File: config.mk
export PLATFORM = sky130hd
export DESIGN_NAME = lc3_instr_assembler
export DESIGN_NICKNAME = d
export VERILOG_FILES = /design/src/rtl/lc3_instr_assembler.sv
export SDC_FILE = /design/constraint.sdc
export NUM_CORES = 1
export LEC_CHECK = 0
export ABC_CLOCK_PERIOD_IN_PS = 5690
export BUFFER_PORTS_ARGS = -buffer_cell sky130_fd_sc_hd__buf_2
export CAP_MARGIN = 20
export CORE_MARGIN = 3
export CORE_UTILIZATION = 45
export DETAILED_ROUTE_END_ITERATION = 12
export PLACE_DENSITY = 0.74
export SLEW_MARGIN = 20
export SYNTH_ARGS = -nofsm -noshare
export SYNTH_HDL_FRONTEND = slang
export SYNTH_SLANG_ARGS = --single-unit
export TNS_END_PERCENT = 30
File: constraint.sdc
create_clock -name clk -period 5.69 [get_ports clk]
set_input_delay 0.569 -clock clk [delete_from_list [all_inputs] [get_ports clk]]
set_output_delay 0.569 -clock clk [all_outputs]
set_load 0.02 [all_outputs]
File: src/rtl/lc3_instr_assembler.sv
// Streaming LC-3 instruction encoder: packs one decoded request per handshake
// into a 16-bit word and writes it to program memory at an auto-incrementing pc.
module lc3_instr_assembler #(
  parameter logic [15:0] ORIGIN = 16'h3000
) (
  input  logic        clk,
  input  logic        rst,
  input  logic        org_valid,
  input  logic [15:0] org_addr,
  input  logic        req_valid,
  output logic        req_ready,
  input  logic [3:0]  req_op,
  input  logic [2:0]  req_dr,
  input  logic [2:0]  req_sr1,
  input  logic [2:0]  req_sr2,
  input  logic        req_imm_mode,
  input  logic [15:0] req_imm,
  output logic        mem_we,
  output logic [15:0] mem_addr,
  output logic [15:0] mem_wdata,
  input  logic        mem_ready,
  output logic        err,
  output logic [1:0]  err_code,
  output logic [15:0] count,
  output logic [1:0]  dbg_state
);

  // Handshakes: a transfer happens on a rising edge where valid && ready are
  // both high; the sender holds its payload stable until that edge.

  typedef enum logic [1:0] {S_IDLE, S_ENCODE, S_WRITE, S_ERROR} state_t;

  state_t      state, state_nxt;
  logic [15:0] pc;
  logic [3:0]  op_q;
  logic [2:0]  dr_q, sr1_q, sr2_q;
  logic        imm_mode_q;
  logic [15:0] imm_q;
  logic [15:0] off;
  logic [15:0] enc_word;
  logic [1:0]  enc_err;
  logic        fit5, fit6, fit9, fit11;
  logic        accept;

  assign accept = req_valid && req_ready;

  // PC-relative offset is measured from the incremented pc, modulo 2^16.
  assign off   = imm_q - (pc + 16'd1);
  assign fit9  = (&off[15:8])  || !(|off[15:8]);
  assign fit11 = (&off[15:10]) || !(|off[15:10]);
  assign fit5  = (&imm_q[15:4]) || !(|imm_q[15:4]);
  assign fit6  = (&imm_q[15:5]) || !(|imm_q[15:5]);

  always_comb begin
    enc_word = 16'h0000;
    enc_err  = 2'd0;
    case (op_q)
      4'b0001, 4'b0101: begin
        enc_word = {op_q, dr_q, sr1_q, imm_mode_q,
                    imm_mode_q ? imm_q[4:0] : {2'b00, sr2_q}};
        if (imm_mode_q && !fit5) enc_err = 2'd1;
      end
      4'b1001: enc_word = {op_q, dr_q, sr1_q, 6'b111111};
      4'b0000, 4'b0010, 4'b1010, 4'b1110, 4'b0011, 4'b1011: begin
        enc_word = {op_q, dr_q, off[8:0]};
        if (!fit9) enc_err = 2'd1;
      end
      4'b0110, 4'b0111: begin
        enc_word = {op_q, dr_q, sr1_q, imm_q[5:0]};
        if (!fit6) enc_err = 2'd1;
      end
      4'b1100: enc_word = {op_q, 3'b000, sr1_q, 6'b000000};
      4'b0100: begin
        if (imm_mode_q) begin
          enc_word = {op_q, 1'b1, off[10:0]};
          if (!fit11) enc_err = 2'd1;
        end else begin
          enc_word = {op_q, 1'b0, 2'b00, sr1_q, 6'b000000};
        end
      end
      4'b1111: begin
        enc_word = {op_q, 4'b0000, imm_q[7:0]};
        if (|imm_q[15:8]) enc_err = 2'd1;
      end
      default: enc_err = 2'd2;
    endcase
  end

  always_ff @(posedge clk) begin
    if (rst) state <= S_IDLE;
    else     state <= state_nxt;
  end

  always_comb begin
    state_nxt = state;
    case (state)
      S_IDLE:   if (accept) state_nxt = S_ENCODE;
      S_ENCODE: state_nxt = (enc_err != 2'd0) ? S_ERROR : S_WRITE;
      S_WRITE:  if (mem_ready) state_nxt = S_IDLE;
      S_ERROR:  state_nxt = S_IDLE;
      default:  state_nxt = S_IDLE;
    endcase
  end

  always_comb begin
    req_ready = 1'b0;
    mem_we    = 1'b0;
    err       = 1'b0;
    case (state)
      S_IDLE:  req_ready = !org_valid && !rst;
      S_WRITE: mem_we = 1'b1;
      S_ERROR: err = 1'b1;
      default: ;
    endcase
  end

  always_ff @(posedge clk) begin
    if (rst) begin
      pc         <= ORIGIN;
      count      <= 16'd0;
      mem_wdata  <= 16'd0;
      err_code   <= 2'd0;
      op_q       <= 4'd0;
      dr_q       <= 3'd0;
      sr1_q      <= 3'd0;
      sr2_q      <= 3'd0;
      imm_mode_q <= 1'b0;
      imm_q      <= 16'd0;
    end else begin
      case (state)
        S_IDLE: begin
          if (org_valid) begin
            pc    <= org_addr;
            count <= 16'd0;
          end else if (accept) begin
            op_q       <= req_op;
            dr_q       <= req_dr;
            sr1_q      <= req_sr1;
            sr2_q      <= req_sr2;
            imm_mode_q <= req_imm_mode;
            imm_q      <= req_imm;
          end
        end
        S_ENCODE: begin
          // A rejected request leaves the last written word visible.
          if (enc_err != 2'd0) err_code  <= enc_err;
          else                 mem_wdata <= enc_word;
        end
        S_WRITE: begin
          if (mem_ready) begin
            pc    <= pc + 16'd1;
            count <= count + 16'd1;
          end
        end
        default: ;
      endcase
    end
  end

  assign mem_addr  = pc;
  assign dbg_state = state;

endmodule
==> results.toml, run 1 <==
[clocking]
cts_max_level = 3
clk_latency_ns = 0.35
hold_buffers = 0
cts_root_buf = "clkbuf_16"
clk_pin_slew_ns = 0.07
clock_sinks = 82
clockBufferDepth = 2
ctsResizeCount = 0
post_cts.repair.setup_buffers = 0
cts_buffers = 9
cts_tree = "done"

[timing]
rsz0062_at_grt = "false"
setup_viol = 0
period_needed_ns = 4.91
worst_pin_slew_ns = 1.04
hold_viol = 0
final_max_slew_viol_count = 0
tns_ns = 0
skew_ns = 0.0112
whs_ns = 0.447
finalCritPeriodShare_pct = 86.3
relSlewSlack_pct = 30.7
max_freq_ghz = 0.204

[worst_setup_path]
cp_slowest_stage_delay_ns = 0.47
cp.required_ns = 5.95
endpoint_kind = "flop"
critical_path_class = "reg2reg"
slowest_stage = "dfxtp_1"
path_cells = "ha_1 > nand3_2 > nor2_1 > and3_1 > nand3_1 > xnor2_1 > ha_1 > a21o_1 > a21o_1 > a21o_1 > a2111oi_0 > a211oi_1 > nand4bb_1 > nor3b_2 > o311ai_2 > buf_4 > or2_1 > a221oi_1"
path_buf_inv = 1
critPathLaunchType = "flop"
crit_fanout = 14
crit_family = "simple AND/OR/NAND/NOR gates"
crit_top_cell = "a21o_1"
worstPathArrival_ns = 5.17

[final_layout]
nets = 857
fin_area_mm2 = 0.00628
final_cells = 943
final_layout_size_suffix_gt1_share_pct = 19.8
final_core_util_pct = 54.3
diodes = 0
syn_to_final_growth_pct = 16.3

[yosys]
netlist_area_mm2 = 0.00540
yosysSeqAreaShare_pct = 30.4
syn_avg_cell_area_um2 = 7.50
synth_edf_count = 0
synth_cell_type_count = 81
synthArstFlopShare_pct = 0
yosys_warnings = 0
synthMostInstantiatedCell = "nand2_1"
synth_common_cells = "nand2_1 (106), dfxtp_1 (82), nor2_1 (82), a21oi_1 (76), clkbuf_1 (35)"
synth-seq-cells = 82
synth_top_area_share_pct = 30.4
synth-main-ff-cell = "dfxtp_1"
ys_top_cells_by_area = "dfxtp_1 (30%), nand2_1 (7.4%), a21oi_1 (7.0%), nor2_1 (5.7%), xnor2_1 (3.2%)"
synth.largest_area_cell = "dfxtp_1"
syn_inst = 720
synthesis.nets = 782

[placement]
gp_congestion = 0.935
dpl-instance-area_mm2 = 0.00594
hpwl_mm = 10.7
port_buffers = 105
place_inst = 927

[die]
dieArea_mm2 = 0.0134
die_h_um = 116
initial_core_util_pct = 46.7
num_rows = 39
die_w_um = 116
core_area_mm2 = 0.0116
num_io_pins = 106

[global_routing]
grt_pass1_vias = 4703
grt_overflow = 0
antenna_found_initial = 0
grt_pass1_wl_mm = 23.6
grt_max_degree = 66
track_usage_pct = 22.1

[route]
wl_per_cell_um = 15.4
vias_per_cell = 5.69
remaining_drc_errors = 0
wirelength_mm = 14.5
drt_iter0_markers = 447
antenna_left = 0
num_vias = 5366
drt_first_pass_iters = 5

[run]
drv_cap = 0

[min_path]
holdCritPathClass = "in2reg"

[power_and_ir_drop]
ir_drop_uv = 174
p_leak_nw = 2.55
powerDensity_mw_per_mm2 = 259

[outcome]
outcome = "complete, no violations"
-- stage by stage --
stage	power, W	setup WS (ns)
after global routing	0.00170	0.309
after CTS	0.00164	0.780
after floorplan	0.000888	1.34
after global placement	0.000977	0.982
final	0.00163	0.779
after detailed placement	0.000978	0.835
-- final cells by class --
type                       count  area, um^2
sequential                    82        1640
clock buffer                  10         239
tap                          143         179
fill                        1125        5290
multi-input combinational    561        3450
clock inverter                 6        96.3
timing repair buffer         109         556
inverter                      32         120
-- layer usage --
layer	vias up	part of all wire [%]	track usage, %
met2	171	43	32.8
met3	13	7.2	5.48
met5	-	0	0
met1	2464	49	32.4
met4	0	0.95	4.69
li1	2718	-	-
-- layout by cell type (no fill, tap or decap), types with 3 or more instances in the layout --
cell	instances
a211oi_1	6
a211oi_2	3
a21o_1	7
a21oi_1	76
a221oi_1	9
a22oi_1	9
a31oi_1	7
and2_1	3
and3_1	10
buf_2	105
buf_4	4
clkbuf_16	9
dfxtp_1	82
ha_1	10
inv_1	31
mux2i_1	8
nand2_1	106
nand2b_1	7
nand3_1	16
nand4_1	12
nor2_1	82
nor2b_1	6
nor3_1	15
nor4_1	4
o211ai_1	9
o21ai_0	33
o22ai_1	3
o31ai_1	6
o31ai_2	3
or3_1	9
xnor2_1	20
xor2_1	19
-- worst reg2reg max path, stage by stage, from the launching register on --
cell	delay, ns
dfxtp_1	0.47
ha_1	0.31
nand3_2	0.18
nor2_1	0.24
and3_1	0.26
nand3_1	0.16
xnor2_1	0.21
ha_1	0.31
a21o_1	0.22
a21o_1	0.17
a21o_1	0.21
a2111oi_0	0.35
a211oi_1	0.09
nand4bb_1	0.21
nor3b_2	0.26
o311ai_2	0.12
buf_4	0.23
or2_1	0.46
a221oi_1	0.37
-- logic make-up (layout without fill, tap and decap cells) --
group                    count (synthesis)  after routing  share of synthesized area, %
AO/OA/AOI/OAI                          204            204                          25.5
AND/OR/NAND/NOR                        293            293                          26.1
flip-flops                              82             82                          30.4
adder cells (fa/ha/maj)                 14             14                          3.27
XOR/XNOR                                41             41                          7.16
buffers and inverters                   77            157                          5.86
multiplexers                             9              9                          1.69
-- flip-flops by register name (all words and copies together), names as in the netlist --
name,cells
err_code,2
dr_q,3
mem_wdata,16
dbg_state,2
mem_addr,16
sr2_q,3
count,16
imm_mode_q,1
imm_q,16
sr1_q,3
op_q,4
-- power breakdown --
part	switching [W]	internal (W)
sequential	0.0000370	0.000594
combinational	0.000208	0.000134
clock	0.000253	0.000402
total	0.000497	0.00113
-- path summary, 6_finish.rpt --
| path | to | cells past startpoint | slack, ns | start |
|---|---|---|---|---|
| max reg2reg | mem_wdata[0] | 18 | 0.78 | mem_addr[0] |
| min reg2reg | sr1_q[1] | 2 | 0.46 | sr1_q[1] |
| max | mem_wdata[0] | 18 | 0.78 | mem_addr[0] |
| min | imm_q[0] | 3 | 0.45 | req_imm[0] |
Note: power is estimated with default switching activity, not from simulation.
==> inputs of run 2 (changes only) <==
--- a/config.mk
+++ b/config.mk
@@ -7,11 +7,12 @@
 export LEC_CHECK = 0
 export ABC_CLOCK_PERIOD_IN_PS = 5690
 export BUFFER_PORTS_ARGS = -buffer_cell sky130_fd_sc_hd__buf_2
-export CAP_MARGIN = 20
+export CELL_PAD_IN_SITES_DETAIL_PLACEMENT = 0
+export CELL_PAD_IN_SITES_GLOBAL_PLACEMENT = 1
 export CORE_MARGIN = 3
-export CORE_UTILIZATION = 45
+export CORE_UTILIZATION = 40
 export DETAILED_ROUTE_END_ITERATION = 12
-export PLACE_DENSITY = 0.74
+export PLACE_DENSITY = 0.87
 export SLEW_MARGIN = 20
 export SYNTH_ARGS = -nofsm -noshare
 export SYNTH_HDL_FRONTEND = slang
==> run 2 against run 1 <==
Core utilization down 5.9 points. Cell area down 0.28%. Sequential power about the same. First-iteration DRC count up 1.3%. Power down 5.5%. Clock skew down 0.0042 ns. Final cell count up 3.0%. Register-to-register slack worse by 0.16 ns. Clock-buffer cell count unchanged. Critical path type unchanged. Largest cell class unchanged.
==> results.toml, run 2 (same netlist as run 1, synthesis figures left out) <==
[timing]
finalCritPeriodShare_pct = 89.2
hold_viol = 0
setup_viol = 0
relSlewSlack_pct = 30.3
worst_pin_slew_ns = 1.04
period_needed_ns = 5.07
rsz0062_at_grt = "false"
tns_ns = 0
skew_ns = 0.00705
max_freq_ghz = 0.197
final_max_slew_viol_count = 0

[die]
initial_core_util_pct = 41.8
die_w_um = 122
die_h_um = 122
core_area_mm2 = 0.0129
dieArea_mm2 = 0.0149
num_rows = 41
num_io_pins = 106

[clocking]
ctsResizeCount = 0
cts_tree = "done"
cts_root_buf = "clkbuf_16"
post_cts.repair.setup_buffers = 0
clk_latency_ns = 0.35
clockBufferDepth = 2
clock_sinks = 82
clk_pin_slew_ns = 0.06
cts_max_level = 3
hold_buffers = 0
cts_buffers = 9

[final_layout]
fillers = 1337
final_common_cell = "nand2_1"
final_layout_size_suffix_gt1_share_pct = 19.5
nets = 856
most-common-layout-cells = "nand2_1 (106), buf_2 (105), nor2_1 (82), dfxtp_1 (82), a21oi_1 (76)"
fin_area_mm2 = 0.00626
syn_to_final_growth_pct = 16.0
diodes = 0

[global_routing]
grt_pass1_wl_mm = 26.3
grt_overflow = 0
track_usage_pct = 22.4
grt_pass1_vias = 5171
grt_max_degree = 68
antenna_found_initial = 0

[worst_setup_path]
critical_path_class = "reg2reg"
rr_worst_depth = 19
slowest_stage = "or2_1"
cp.required_ns = 5.88
crit_family = "simple AND/OR/NAND/NOR gates"
path_buf_inv = 0
path_cells = "ha_1 > nand3_2 > nor2_1 > and3_1 > nand3_1 > nor2_1 > nand2_1 > xor2_1 > ha_1 > a21o_1 > a21oi_1 > mux2i_1 > o31ai_1 > a211oi_1 > nand4bb_1 > nor3b_2 > o311ai_4 > or2_1 > a221oi_1"
cp_slowest_stage_delay_ns = 0.58
endpoint_kind = "flop"
worstPathArrival_ns = 5.26
cp.depth = 19
crit_fanout = 14
critPathLaunchType = "flop"
startpoint = "mem_addr[0]"
endpoint = "mem_wdata[3]"
reg2reg_setup_slack_ns = 0.62
timing.rr.end = "mem_wdata[3]"
crit-reg2reg-launch = "mem_addr[0]"

[route]
drt_iter0_markers = 453
remaining_drc_errors = 0
drt_first_pass_iters = 5
wirelength_mm = 16.4
wl_per_cell_um = 16.9
vias_per_cell = 5.72
antenna_left = 0
num_vias = 5558

[power_and_ir_drop]
switchingPower_w = 0.000509
p_leak_nw = 2.52
powerDensity_mw_per_mm2 = 246
power.internal_w = 0.00103
p_sw_share_pct = 33.1
p_comb_share_pct = 22.6
ir_drop_uv = 156
clkPwrFrac_pct = 36.2
seqPwrFrac_pct = 41.2

[placement]
gp_congestion = 0.902
hpwl_mm = 12.5
port_buffers = 105
dpl-instance-area_mm2 = 0.00597

[min_path]
holdCritPathClass = "in2reg"
hold_start = "req_sr2[0]"

[outcome]
outcome = "complete, no violations"

[run]
drv_cap = 0
[run 2: power by group through the flow]
stage                     combinational (W)  sequential, W  clock [W]
final                              0.000348       0.000634   0.000556
after global routing               0.000387       0.000637   0.000597
after CTS                          0.000346       0.000632   0.000570
after detailed placement           0.000343       0.000645          0
after global placement             0.000340       0.000643          0
after floorplan                    0.000249       0.000639          0
[run 2: final cells by class]
cell class	instances	area (um^2)	share of cell area, %
Inverter	32	120	1.92
Clock inverter	6	50.0	0.799
Timing Repair Buffer	108	548	8.75
Tap cell	172	215	3.44
Clock buffer	10	229	3.66
Multi-Input combinational cell	561	3460	55.2
Sequential cell	82	1640	26.2
[run 2: tightest hold or removal path, delay by kind of cell]
kind	cells	cell delay, ns
simple gates	1	0.04
compound gates	1	0.05
buf+inv	1	0.10
[run 2: through the flow]
step / hold slack, ns / instances / utilization, % / total power (W) / setup slack (ns)
global placement: 0.449 / 955 / 46.2 / 0.000983 / 0.798
CTS: 0.439 / 971 / 48.3 / 0.00155 / 0.446
finish: 0.455 / 971 / 48.4 / 0.00154 / 0.616
global route: 0.447 / 971 / 48.4 / 0.00162 / 0.257
floorplan: 0.436 / 720 / - / 0.000888 / 1.34
detailed placement: 0.453 / 955 / 46.2 / 0.000989 / 0.455
[run 2: worst min-delay path by stage]
| stage | to | depth (start not counted) |
|---|---|---|
| 2_1_floorplan | sr1_q[0] | 2 |
| 3_3_place_gp | mem_wdata[5] | 2 |
| 3_5_place_dp | mem_wdata[4] | 2 |
| 4_1_cts | sr2_q[0] | 3 |
| 5_1_grt | imm_mode_q | 3 |
| 6_report | sr2_q[0] | 3 |
[run 2: per-layer routing]
layer / share of wire, % / wire length [um] / GRT usage [%]
met3: 6.2 / 1010 / 3.99
met4: 2.4 / 392 / 10.4
met5: 0 / 0 / 0
met2: 45 / 7360 / 34.7
met1: 47 / 7650 / 30.2
==> inputs of run 3 (changes only) <==
--- a/config.mk
+++ b/config.mk
@@ -5,12 +5,13 @@
 export SDC_FILE = /design/constraint.sdc
 export NUM_CORES = 1
 export LEC_CHECK = 0
+export ABC_AREA = 1
 export ABC_CLOCK_PERIOD_IN_PS = 5690
 export BUFFER_PORTS_ARGS = -buffer_cell sky130_fd_sc_hd__buf_2
 export CELL_PAD_IN_SITES_DETAIL_PLACEMENT = 0
 export CELL_PAD_IN_SITES_GLOBAL_PLACEMENT = 1
 export CORE_MARGIN = 3
-export CORE_UTILIZATION = 40
+export CORE_UTILIZATION = 38
 export DETAILED_ROUTE_END_ITERATION = 12
 export PLACE_DENSITY = 0.87
 export SLEW_MARGIN = 20
==> run 3 against run 2 <==
Cell area down 1.3%. Clock skew down 0.00065 ns. Via count down 1.3%. Maximum frequency increased by 24%. Hold slack got worse by 0.0067 ns. Sequential power up 6.2%. Sequential share of layout area rose by 0.34 points. Wire length decreased by 8.4%. Clock power grew 12%. Die area rose by 1.2%. Critical path type unchanged. Largest cell class unchanged. Highest routed layer unchanged.
==> results.toml, run 3 <==
[worst_setup_path]
endpoint_kind = "flop"
cp_slowest_stage_delay_ns = 0.44
crit_fanout = 30
rr_worst_depth = 22
critPathLaunchType = "flop"
cp.required_ns = 5.94
crit_family = "simple AND/OR/NAND/NOR gates"
slowest_stage = "dfxtp_1"
crit_top_cell = "nor2_1"
reg2reg_setup_slack_ns = 1.59
timing.rr.end = "mem_wdata[8]"
crit-reg2reg-launch = "mem_addr[0]"
cp.depth = 22
path_cells = "ha_1 > nand2_1 > inv_1 > nand3_1 > nor4_1 > nand2_1 > xor2_1 > ha_1 > a21oi_1 > inv_1 > a21oi_1 > nor2_1 > nor2_1 > nand3_1 > nand2_1 > nand2_1 > nor2_1 > nand3_1 > nand3_2 > nand4_4 > nor2_1 > nor2_1"
critical_path_class = "reg2reg"
path_buf_inv = 2
worstPathArrival_ns = 4.34

[final_layout]
nets = 984
syn_to_final_growth_pct = 19.0
final_layout_size_suffix_gt1_share_pct = 18.4
final_common_cell = "nand2_1"
most-common-layout-cells = "nand2_1 (209), inv_1 (105), buf_2 (105), nor2_1 (92), dfxtp_1 (82)"
final_cells = 1103
fin_area_mm2 = 0.00618
diodes = 0
final_core_util_pct = 46.5

[timing]
final_max_slew_viol_count = 0
finalCritPeriodShare_pct = 72.0
hold_viol = 0
setup_viol = 0
skew_ns = 0.00640
relSlewSlack_pct = 63.6
tns_ns = 0
period_needed_ns = 4.10
max_freq_ghz = 0.244
rsz0062_at_grt = "false"
worst_pin_slew_ns = 0.545

[yosys]
ys_top_cells_by_area = "dfxtp_1 (32%), nand2_1 (15%), inv_1 (7.6%), nor2_1 (6.7%), nand3_1 (6.2%)"
synthMostInstantiatedCell = "nand2_1"
synth_top_area_share_pct = 31.6
synth-main-ff-cell = "dfxtp_1"
yosys_warnings = 0
synth_edf_count = 0
netlist_area_mm2 = 0.00519
yosysSeqAreaShare_pct = 31.6
synthArstFlopShare_pct = 0
synth_common_cells = "nand2_1 (209), inv_1 (105), nor2_1 (92), dfxtp_1 (82), nand3_1 (64)"
synthesis.nets = 887
syn_avg_cell_area_um2 = 6.29
synth_cell_type_count = 44
syn_inst = 825
synth-seq-cells = 82
synth.largest_area_cell = "dfxtp_1"

[clocking]
cts_buffers = 9
cts_tree = "done"
hold_buffers = 0
clock_sinks = 82
clk_latency_ns = 0.35
ctsResizeCount = 0
clk_pin_slew_ns = 0.07
clockBufferDepth = 2
cts_max_level = 3
post_cts.repair.setup_buffers = 0
cts_root_buf = "clkbuf_16"

[placement]
place_inst = 1087
hpwl_mm = 11.6
gp_congestion = 0.915
dpl-instance-area_mm2 = 0.00587
port_buffers = 105

[min_path]
worstHoldEndpoint = "err_code[0]"
hold_depth = 2
holdCritPathClass = "reg2reg"
hold_start = "err_code[0]"

[global_routing]
grt_pass1_vias = 5126
antenna_found_initial = 0
grt_pass1_wl_mm = 24.8
grt_overflow = 0
grt_max_degree = 60
track_usage_pct = 20.6

[route]
remaining_drc_errors = 0
wl_per_cell_um = 13.6
drt_first_pass_iters = 5
drt_iter0_markers = 203
vias_per_cell = 4.98
antenna_left = 0
num_vias = 5488
wirelength_mm = 15.0

[outcome]
outcome = "complete, no violations"

[die]
dieArea_mm2 = 0.0151
die_w_um = 123
num_rows = 42
die_h_um = 123
initial_core_util_pct = 39.1
core_area_mm2 = 0.0133
num_io_pins = 106

[power_and_ir_drop]
p_leak_nw = 2.99
powerDensity_mw_per_mm2 = 316
finalPower_w = 0.00195
ir_drop_uv = 180

[run]
drv_cap = 0
run 3: cell types whose count changed after synthesis, moves of 10 or more:
cell and delta:
nand2_2 +18, clkbuf_1 -18, inv_1 +74, and3_1 -10
nor2_1 +10, nand3_1 +48, nand2_1 +103, xnor2_1 -17
a21oi_1 -14, o21ai_0 +24
run 3: logic make-up (layout without fill, tap and decap cells):
kind of cell	count (synthesis)	in the layout	synth area share [%]
DFF	82	82	31.6
xor gates and xnor gates	13	13	2.19
and+or+nand+nor	425	425	36.4
buffers and inverters	137	239	10.3
adders and majority gates	11	11	2.80
AOI/OAI and AO/OA	157	157	16.7
run 3: worst max-delay path by stage:
stage / from / slack, ns / endpoint
2_1_floorplan: mem_addr[0] / 2.17 / mem_wdata[7]
3_3_place_gp: mem_addr[0] / 1.87 / mem_wdata[8]
3_5_place_dp: mem_addr[0] / 1.63 / mem_wdata[12]
4_1_cts: mem_addr[0] / 1.59 / mem_wdata[9]
5_1_grt: mem_addr[0] / 0.86 / mem_wdata[13]
6_report: mem_addr[0] / 1.59 / mem_wdata[8]
run 3: layout make-up:
cell class / instances / area [um^2]
Fill cell: 1442 / 7110
Timing Repair Buffer: 110 / 563
Inverter: 113 / 424
Multi-Input combinational cell: 606 / 3020
Sequential cell: 82 / 1640
Tap cell: 176 / 220
Clock inverter: 6 / 72.6
Clock buffer: 10 / 239
run 3: power breakdown:
group	internal, W	switching [W]	total [W]	leakage, nW
Sequential	0.000621	0.0000526	0.000673	0.669
Clock	0.000357	0.000266	0.000623	0.143
Combinational	0.000217	0.000438	0.000655	2.18
run 3: routing by layer:
metal / global-route usage [%] / vias up / part of all wire [%]
li1: - / 2876 / -
met1: 27.9 / 2465 / 49
met2: 33.0 / 136 / 45
met3: 5.31 / 11 / 5.6
met4: 4.90 / 0 / 1.0
met5: 0 / - / 0
run 3: worst register-to-register path, delay by kind of cell, from the launching register on:
kind	cells	cell delay, ns
and+or+nand+nor	15	2.20
adders and majority gates	2	0.61
DFF	1	0.44
AOI/OAI and AO/OA	2	0.30
buffers and inverters	2	0.19
xor gates and xnor gates	1	0.26
run 3: stage by stage:
step / setup WS, ns / hold slack, ns
finish: 1.59 / 0.448
global route: 0.863 / 0.480
CTS: 1.59 / 0.453
detailed placement: 1.63 / 0.443
global placement: 1.87 / 0.444
floorplan: 2.17 / 0.425
